[src/rtl/serial_subtractor.sv]
// ============================================================================
// serial_subtractor : bit-serial a - b, one bit per clock, LSB first.
// Optional macro SIGNED_OVF_EN adds the signed overflow output ovf.
// Revision 1.0
// ============================================================================
`default_nettype none

module serial_subtractor #(
  parameter int WIDTH = 8
) (
  input  logic             clk,
  input  logic             rst,
  input  logic             start,
  input  logic [WIDTH-1:0] a,
  input  logic [WIDTH-1:0] b,
  output logic             busy,
  output logic             done,
  output logic [WIDTH-1:0] diff,
  output logic             bout
`ifdef SIGNED_OVF_EN
  ,
  output logic             ovf
`endif
);

  localparam int CNT_W = $clog2(WIDTH + 1);
  localparam logic [CNT_W-1:0] LAST_BIT = CNT_W'(WIDTH - 1);

  typedef enum logic [1:0] {
    IDLE  = 2'd0,
    SHIFT = 2'd1,
    DONE  = 2'd2
  } state_t;

  state_t           state;
  logic [WIDTH-1:0] a_sh;
  logic [WIDTH-1:0] b_sh;
  logic [CNT_W-1:0] cnt;
  logic             borrow;

  logic a_bit;
  logic b_bit;
  logic d_bit;
  logic borrow_next;
  logic last_bit;

  assign a_bit       = a_sh[0];
  assign b_bit       = b_sh[0];
  assign d_bit       = a_bit ^ b_bit ^ borrow;
  assign borrow_next = (~a_bit & b_bit) | (~(a_bit ^ b_bit) & borrow);
  assign last_bit    = (cnt == LAST_BIT);

  // diff is used as the result shift register; it only settles at DONE
  always_ff @(posedge clk or posedge rst) begin
    if (rst) begin
      state  <= IDLE;
      a_sh   <= '0;
      b_sh   <= '0;
      cnt    <= '0;
      borrow <= 1'b0;
      busy   <= 1'b0;
      done   <= 1'b0;
      diff   <= '0;
      bout   <= 1'b0;
    end else begin
      case (state)
        IDLE: begin
          done <= 1'b0;
          if (start) begin
            a_sh   <= a;
            b_sh   <= b;
            cnt    <= '0;
            borrow <= 1'b0;
            busy   <= 1'b1;
            state  <= SHIFT;
          end
        end
        SHIFT: begin
          diff   <= {d_bit, diff[WIDTH-1:1]};
          a_sh   <= {1'b0, a_sh[WIDTH-1:1]};
          b_sh   <= {1'b0, b_sh[WIDTH-1:1]};
          borrow <= borrow_next;
          cnt    <= cnt + 1'b1;
          if (last_bit) begin
            bout  <= borrow_next;
            busy  <= 1'b0;
            done  <= 1'b1;
            state <= DONE;
          end
        end
        DONE: begin
          done  <= 1'b0;
          state <= IDLE;
        end
        default: begin
          busy  <= 1'b0;
          done  <= 1'b0;
          state <= IDLE;
        end
      endcase
    end
  end

`ifdef SIGNED_OVF_EN
  logic a_msb;
  logic b_msb;

  // Operand sign bits are captured at acceptance since the shifters lose them
  always_ff @(posedge clk or posedge rst) begin
    if (rst) begin
      a_msb <= 1'b0;
      b_msb <= 1'b0;
      ovf   <= 1'b0;
    end else begin
      if (state == IDLE && start) begin
        a_msb <= a[WIDTH-1];
        b_msb <= b[WIDTH-1];
      end
      if (state == SHIFT && last_bit) begin
        ovf <= (a_msb != b_msb) && (d_bit != a_msb);
      end
    end
  end
`endif

endmodule

`default_nettype wire

[config.mk]
export PLATFORM = sky130hd
export DESIGN_NAME = serial_subtractor
export DESIGN_NICKNAME = d
export VERILOG_FILES = /design/src/rtl/serial_subtractor.sv
export SDC_FILE = /design/constraint.sdc
export NUM_CORES = 1
export LEC_CHECK = 0
export BUFFER_PORTS_ARGS = -buffer_cell sky130_fd_sc_hd__buf_2
export CAP_MARGIN = 20
export CORE_MARGIN = 5
export CORE_UTILIZATION = 30
export DETAILED_ROUTE_END_ITERATION = 10
export MAX_ROUTING_LAYER = met4
export RECOVER_POWER = 50
export SETUP_SLACK_MARGIN = 0.4
export SYNTH_ARGS = -nofsm -noshare
export SYNTH_HDL_FRONTEND = slang
export SYNTH_SLANG_ARGS = --single-unit
[constraint.sdc]
create_clock -name clk -period 2.5 [get_ports clk]
set_input_delay 0.25 -clock clk [delete_from_list [all_inputs] [get_ports clk]]
set_output_delay 0.25 -clock clk [all_outputs]
set_load 0.02 [all_outputs]
### Word level (Yosys, flattened, before mapping)

Cells that the tools add are included.

| operators by class | value |
|---|---|
| reductions and logical operators | 6 |
| $add $sub $neg | 1 |
| muxes and demuxes | 16 |
| eq/ne operators | 5 |
| bitwise gates (word level) | 8 |

Operators by type and width:

| kind | number |
|---|---|
| $pmux 8 s2 | 2 |
| $mux 8 | 2 |
| $pmux 4 s2 | 1 |
| $reduce_and 2->1 | 3 |
| $mux 1 | 5 |
| $add 4x1->4 const B | 1 |
| $eq 4x3->1 const B | 1 |
| $mux 2 | 2 |
| $mux 4 | 1 |
| $ne 2x2->1 const B | 2 |
| $pmux 2 s2 | 1 |
| $not 1->1 | 3 |
| $pmux 1 s3 | 1 |
| $reduce_and 3->1 | 1 |
| $and 1x1->1 | 2 |
| $eq 2x1->1 const B | 1 |
| $eq 2x2->1 const B | 1 |
| $logic_not 2->1 | 1 |
| $pmux 1 s2 | 1 |
| $reduce_bool 2->1 | 1 |
| $xor 1x1->1 | 2 |
| $or 1x1->1 | 1 |

| storage, ports and cells | value |
|---|---|
| output and inout port bits | 11 |
| input bits | 19 |
| register bits | 34 |
| word-level logic and storage cells | 45 |

### Longest topological paths before layout

Gate-level depths: netlist (run 1).

| logic depth | value |
|---|---|
| word-level depth | 5 |
| mapped depth | 5 |
| mapped depth without buffers | 4 |

### Least setup slack after synthesis (run 1)

OpenSTA, ideal clock, no wires.

| path | value |
|---|---|
| path type | reg-to-reg |
| start point | register cnt[0] |
| end point | register busy |
| period minus slack after synthesis | 1,182 ps |
| library setup time | 83 ps |
| path slack | 1,318 ps |
| arrival time | 1,099 ps |
| cell stages (with the launch flop) | 5 |
| cells stage by stage | dfrtp_1 > ha_1 > and3b_1 > o21ba_2 > o22ai_1 |

| between the ends | value |
|---|---|
| word-level cells in the longest chain between the ends | 3 |

Ends and longest elaborated chain:

| element | line | text |
|---|---|---|
| start, declared | 38 | `logic [CNT_W-1:0] cnt;` |
| start signal, assigned | 83 | `cnt <= cnt + 1'b1;` |
| $eq 4x3->1 | 51 | `assign last_bit = (cnt == LAST_BIT);` |
| $ne 2x2->1 (no source line) | n/a |  |
| $reduce_and 3->1 (no source line) | n/a |  |
| end signal, assigned | 61 | `busy <= 1'b0;` |
| end signal, assigned | 74 | `busy <= 1'b1;` |
| end signal, assigned | 86 | `busy <= 1'b0;` |
| end, declared | 16 | `output logic busy,` |

No other way between the ends.
A chain may end at the register's enable or synchronous reset.

### Worst setup path after layout (run 1)

| path | value |
|---|---|
| start point | register state[0] |
| end point | register b_sh[7] |

| between the ends | value |
|---|---|
| word-level cells in the longest chain between the ends | 3 |
| elaborated cells on any way between the ends | 6 |
| classes of those cells | eq/ne (2); mux (1); reduce/logical (3) |

Ends and longest elaborated chain:

| element | line | text |
|---|---|---|
| start, declared | 35 | `state_t state;` |
| start signal, assigned | 56 | `state <= IDLE;` |
| start signal, assigned | 75 | `state <= SHIFT;` |
| start signal, assigned | 88 | `state <= DONE;` |
| $eq 2x1->1 / $logic_not 2->1 (equally long branches) | 66 | `case (state)` |
| $reduce_bool 2->1 (no source line) / $ne 2x2->1 (equally long branches) | n/a |  |
| $reduce_and 2->1 (no source line) | n/a |  |
| end signal, assigned | 81 | `b_sh <= {1'b0, b_sh[WIDTH-1:1]};` |
| end, declared | 37 | `logic [WIDTH-1:0] b_sh;` |

Parallel ways exist; a longest one is shown, timed or not.

==> reports/summary.txt, run 1 <==
Area Overhead vs Synth -> 19.44%
Clk_lat worst skew -> 0.28 ns
Die area -> 6463 um2
DP Cell Count -> 238
RSZ-0062 raised after global routing -> no
Grt ovf -> 0
Drt first pass iters -> 4
Setup bufs post-CTS -> 0
Clock Sinks -> 34
Vias in the first global route -> 1,128
I/O Pins -> 30
Max Fclk -> 616.8 MHz
Critical path cell sequence -> nor2b_1 > nor2b_1 > a22o_1
Port bufs -> 29
Crit-path max cell delay -> 0.66 ns
Diode count -> 0
Routed wire per std cell -> 12.31 um
Die H -> 80.39 um
Core footprint -> 4755 um2
Max transition margin -> 48.51%
Post-CTS sizing -> 0
Leakage -> 0.8700 nW
WP data required -> 2.72 ns
Drt drc -> 0
Clock buffer depth -> 2
Via Count -> 1,129
Worst Path Arrival -> 1.84 ns
TNS Setup -> 0 ns
Hold/Removal Path Class -> input pin to async pin
Share of cells above drive strength 1 -> 21.79%
CP endpoint kind -> register
Gp weighted congestion -> 0.7213
Critical path class -> register to register
Netlist cell types -> 28
Pins Over Slew Limit -> 0
DP HPWL -> 2.111 mm
Final ANT Viol Nets -> 0
Syn Nets -> 167
Mean Syn Cell Area -> 10.18 um2
Worst Path Buf+Inv -> 0
Ys Warns -> 0
CP delay by family, top -> simple AND/OR/NAND/NOR gates
Row count -> 25
Final Hold Viols -> 0
Synthesized netlist cell count -> 146
Max Cap Violations -> 0
Status -> finished clean
PD cells -> 1150 nW/um2
Clock skew -> 0.006981 ns
Worst-path clk slew -> 0.07 ns
Htree depth -> 2
Crit path max-delay cell type -> nor2b_1
Nets@finish -> 199
Actual slew at the worst max-slew pin -> 0.7707 ns
Starting Density -> 31.26%
Total CTS buffers -> 5
Overall power -> 0.002041 W
Register area share after synthesis -> 57.24%
Die width -> 80.39 um
Count of final setup violators -> 0
Drt initial violations -> 61
Root Buffer -> clkbuf_8
Vias/cell -> 4.589
Most common cell on crit path -> nor2b_1
VDD IR max -> 388.7 uV
Crit Path Max Fanout -> 13
Post-layout min period -> 1.621 ns
Final setup margin -> 0.8787 ns
Register-to-register setup slack -> 0.88 ns
Startpoint Class -> register
Final worst path period share -> 64.85%
Post-synthesis register bit count -> 34
Largest net degree at the start of global routing -> 35
Non-filler cells, final -> 246
Cts hold-fix bufs -> 0
Total track usage -> 11.18%
TritonCTS clock tree -> yes
Initial antenna violation count -> 0
First-pass GRT wire length -> 5.382 mm
Total wire length -> 3.029 mm
Dpl ws -> 0.8452 ns
Synth Cell Area -> 1486 um2
[report_power, final]
group          switching [W]  internal, W
clock               0.000196     0.000221
sequential          0.000155     0.000760
combinational       0.000421     0.000287
total               0.000773      0.00127
[layer usage]
metal / GRT usage (%) / share of wire [%] / vias up / wire length (um)
li1: - / - / 563 / -
met1: 14.54 / 50 / 521 / 1506
met2: 15.73 / 41 / 41 / 1242
met3: 3.363 / 7.8 / 4 / 235
met4: 5.574 / 1.5 / 0 / 44
met5: - / 0 / - / 0
[synthesized netlist by cell type]
master | instances | area, um2
a31oi_1 | 1 | 6.260
buf_6 | 2 | 22.52
a22oi_1 | 10 | 75.07
o21ai_0 | 1 | 5.000
o22ai_1 | 3 | 18.77
clkbuf_1 | 1 | 3.750
a41oi_1 | 1 | 8.760
o21bai_1 | 1 | 7.510
nand3_1 | 1 | 5.000
buf_4 | 4 | 30.03
ha_1 | 1 | 12.51
buf_2 | 2 | 10.01
nor2b_1 | 2 | 12.51
nor2_1 | 2 | 7.510
inv_2 | 1 | 3.750
a21oi_1 | 7 | 35.03
and2b_1 | 1 | 7.510
nand2b_1 | 2 | 12.51
o21ai_1 | 13 | 65.06
and3b_1 | 5 | 43.79
o21ba_2 | 1 | 10.01
mux2i_1 | 1 | 10.01
fa_1 | 1 | 20.02
dfrtp_1 | 34 | 850.8
nand2_1 | 39 | 146.4
and2_1 | 1 | 6.260
a22o_1 | 4 | 35.03
inv_1 | 4 | 15.01
[kinds of logic (layout without fill, tap and decap cells)]
group | count (synthesis) | count (layout) | share of synthesized area, %
simple gates | 53 | 53 | 16.25
compound gates | 42 | 42 | 17.93
flops | 34 | 34 | 57.24
buf+inv | 14 | 47 | 5.723
fa+ha+maj | 2 | 2 | 2.188
mux | 1 | 1 | 0.6734
[through the flow]
stage	hold WS [ns]	instance area (um2)	util, %
2_1_floorplan	0.3825	1486	-
3_3_place_gp	0.3687	1687	35.47
3_5_place_dp	0.3734	1687	35.47
4_1_cts	0.06459	1782	37.47
5_1_grt	0.09702	1775	37.34
6_report	0.05144	1775	37.34
[final cells by class]
type                       instances  area [um2]
clock buffer                       6       82.58
clock inverter                     2       12.51
fill                             506        2979
inverter                           5       18.77
multi-input combinational         98       550.5
sequential                        34       850.8
tap                               67       83.83
timing repair buffer              34       176.4
[final timing paths]
| check | start | end | depth (start not counted) |
|---|---|---|---|
| worst max-delay path | state[0] | b_sh[7] | 3 |
| worst min-delay path | rst | diff[5] | 3 |
| worst max register to register | state[0] | b_sh[7] | 3 |
| worst min register to register | diff[0] | diff[0] | 2 |
| max in group asynchronous | rst | a_sh[7] | 3 |
| min in group clk | b[7] | b_sh[7] | 2 |
[cells in the final DEF, fill, tap and decap left out, drive strengths merged, types with 2 or more instances in the layout]
cell	netlist	layout
a21oi	7	7
a22o	4	4
a22oi	10	10
and3b	5	5
buf	8	29
clkbuf	1	11
dfrtp	34	34
inv	5	5
nand2	39	39
nand2b	2	2
nor2	2	2
nor2b	2	2
o21ai	14	14
o22ai	3	3
[worst min-delay path, delay by kind of cell]
family | cells | cell delay, ns
buf+inv | 3 | 0.51
[registers in the layout, summed over array words and instances, names as in the netlist]
signal / count
a_sh: 8
state: 2
borrow: 1
b_sh: 8
busy: 1
cnt: 4
bout: 1
done: 1
diff: 8
No activity file was read; power rests on OpenSTA's default activity.
==> inputs of run 2 (changes only) <==
==> constraint.sdc (replaced) <==
create_clock -name clk -period 1.35 [get_ports clk]
set_input_delay 0.135 -clock clk [delete_from_list [all_inputs] [get_ports clk]]
set_output_delay 0.135 -clock clk [all_outputs]
set_load 0.02 [all_outputs]
==> run 2 against run 1 <==
- sequential share of layout area decreased by 13 points
- clock skew decreased by 0.0033 ns
- routed wire length increased by 28%
- highest routed layer unchanged
==> reports/summary.txt, run 2 (same netlist as run 1, synthesis figures left out) <==
Diode count -> 0 (unchanged)
Worst-path clk slew -> 0.07 ns (about the same)
Largest net degree at the start of global routing -> 35 (unchanged)
Worst Path Arrival -> 1.38 ns (was 1.84 ns)
Vias/cell -> 4.569 (was 4.589)
FF-to-FF Start -> cnt[1] (was state[0])
P_sw -> 0.001917 W (was 0.0007725 W)
TNS Setup -> 0 ns (unchanged)
Area Overhead vs Synth -> 62.12% (was 19.44%)
Via Count -> 1,316 (was 1,129)
Leakage -> 1.182 nW (was 0.8700 nW)
Pins Over Slew Limit -> 0 (unchanged)
Share of cells above drive strength 1 -> 61.54% (was 21.79%)
Gp weighted congestion -> 0.7639 (was 0.7213)
Starting Density -> 31.26% (unchanged)
Clk_lat worst skew -> 0.28 ns (about the same)
First-pass GRT wire length -> 6.444 mm (was 5.382 mm)
Core footprint -> 4755 um2 (unchanged)
VDD IR max -> 836.6 uV (was 388.7 uV)
Cell-internal power -> 0.003251 W (was 0.001268 W)
Htree depth -> 2 (unchanged)
Max Cap Violations -> 0 (unchanged)
Port bufs -> 29 (unchanged)
Clock power share -> 14.9% (was 20.5%)
Status -> finished clean (unchanged)
Max transition margin -> 78.92% (was 48.51%)
Worst r2r dst -> busy (was b_sh[7])
Worst hold endpoint -> a_sh[7]
RSZ-0062 raised after global routing -> yes (was no)
Most common cell after layout, fill and taps aside -> dfrtp_1 (was nand2_1)
Vias in the first global route -> 1,422 (was 1,128)
Startpoint Class -> register (unchanged)
Drt first pass iters -> 4 (unchanged)
Actual slew at the worst max-slew pin -> 0.3163 ns (was 0.7707 ns)
Max Fclk -> 849.0 MHz (was 616.8 MHz)
Total CTS buffers -> 5 (unchanged)
Hold/Removal Path Class -> input pin to register (was input pin to async pin)
Total track usage -> 13.15% (was 11.18%)
R2R cell count -> 4 (was 3)
Crit Path Max Fanout -> 5 (was 13)
Hold-critical path depth -> 2
Final ANT Viol Nets -> 0 (unchanged)
Comb pwr share -> 51.9% (was 34.7%)
Routed wire per std cell -> 13.50 um (was 12.31 um)
WP data required -> 1.55 ns (was 2.72 ns)
Drt initial violations -> 60 (was 61)
CP delay by family, top -> flip-flops (was simple AND/OR/NAND/NOR gates)
Initial antenna violation count -> 0 (unchanged)
Crit-path max cell delay -> 0.39 ns (was 0.66 ns)
Final worst path period share -> 87.25% (was 64.85%)
FILL cells -> 443 (was 506)
Clock buffer depth -> 2 (unchanged)
CP endpoint kind -> register (unchanged)
Root Buffer -> clkbuf_8 (unchanged)
Grt ovf -> 0 (unchanged)
TritonCTS clock tree -> yes (unchanged)
PD cells -> 2144 nW/um2 (was 1150 nW/um2)
Critical path cell sequence -> ha_2 > and3b_2 > o21ba_4 > o22ai_2 (was nor2b_1 > nor2b_1 > a22o_1)
Nets@finish -> 241 (was 199)
I/O Pins -> 30 (unchanged)
Final Hold Viols -> 0 (unchanged)
Clock skew -> 0.003637 ns (was 0.006981 ns)
Die H -> 80.39 um (unchanged)
DP HPWL -> 2.202 mm (was 2.111 mm)
Total wire length -> 3.889 mm (was 3.029 mm)
Regs by FF count -> a_sh x8, b_sh x8, diff x8 (unchanged)
Clock Sinks -> 34 (unchanged)
Overall power -> 0.005168 W (was 0.002041 W)
Worst Path Buf+Inv -> 0 (unchanged)
Flop pwr share -> 33.2% (was 44.8%)
Crit path max-delay cell type -> dfrtp_1 (was nor2b_1)
Most frequent cells in the layout -> dfrtp_1, buf_4, nand2_2, buf_6, buf_2 (was nand2_1, dfrtp_1, buf_2, o21ai_1, a22oi_1)
Die width -> 80.39 um (unchanged)
Net Sw Frac -> 37.09% (was 37.85%)
Register-to-register setup slack -> 0.17 ns (was 0.88 ns)
Count of final setup violators -> 0 (unchanged)
Row count -> 25 (unchanged)
Critical path class -> register to register (unchanged)
Die area -> 6463 um2 (unchanged)
Worst hold start -> a[7]
Post-layout min period -> 1.178 ns (was 1.621 ns)
Drt drc -> 0 (unchanged)
[run 2: cell count changes in the layout (fill, tap and decap cells not counted), moves of 6 or more]
cell,before,now
buf_2,24,18
buf_6,0,19
nand2_2,0,22
a21oi_1,7,1
a21oi_2,0,6
nand2_1,39,15
o21ai_1,13,7
o21ai_2,0,7
buf_4,5,31
[run 2: stage by stage]
stage	std cells	hold WS, ns	cell area [um2]	utilization [%]	setup WS [ns]
after floorplan	146	0.2675	1553	-	0.2044
after global placement	243	0.2513	1767	37.16	0.1699
after detailed placement	243	0.2609	1767	37.16	0.1441
after CTS	282	0.05919	2258	47.50	0.1694
after global routing	288	0.06757	2410	50.68	0.1252
final	288	0.06797	2410	50.68	0.1721
[run 2: area by class of cell]
class | count | area, um2 | area share, %
Clock buffer | 7 | 86.33 | 3.583
Clock inverter | 1 | 5.005 | 0.2077
Inverter | 5 | 21.27 | 0.8827
Multi-Input combinational cell | 99 | 779.5 | 32.35
Sequential cell | 34 | 853.3 | 35.41
Tap cell | 67 | 83.83 | 3.479
Timing Repair Buffer | 75 | 580.6 | 24.09
[run 2: metal layers]
layer / up-vias / part of all wire [%] / track usage, %
met1: 633 / 45 / 15.61
met2: 30 / 50 / 22.19
met5: - / 0 / -
li1: 651 / - / -
met4: 0 / 0.36 / 3.041
met3: 2 / 5.0 / 3.700
[run 2: power by group through the flow]
| stage | sequential (W) | combinational [W] | clock (W) |
|---|---|---|---|
| after CTS | 0.00167 | 0.00239 | 0.000798 |
| after floorplan | 0.00183 | 0.000990 | 0 |
| after global routing | 0.00177 | 0.00292 | 0.000853 |
| after global placement | 0.00170 | 0.00147 | 0 |
| after detailed placement | 0.00171 | 0.00150 | 0 |
| final | 0.00171 | 0.00268 | 0.000772 |
[run 2: how the worst max path moves through the flow]
stage / startpoint / end / slack [ns] / depth (start not counted)
after floorplan: cnt[1] / busy / 0.20 / 4
after detailed placement: cnt[0] / busy / 0.14 / 4
after CTS: cnt[1] / busy / 0.17 / 4
after global placement: cnt[0] / busy / 0.17 / 4
after global routing: cnt[1] / busy / 0.13 / 4
final: cnt[1] / busy / 0.17 / 4
[run 2: repair_timing]
action,CTS,global route
setup endpoints to repair,45,47
pin swaps,13,18
hold buffers,1,0
setup buffers,28,6
cloned,2,0
gates resized for setup,52,41
endpoints found under the hold margin,34,0
[run 2: worst reg2reg max path, stage by stage, from the launching register on]
cell,delay [ns]
dfrtp_1,0.39
ha_2,0.19
and3b_2,0.24
o21ba_4,0.20
o22ai_2,0.08
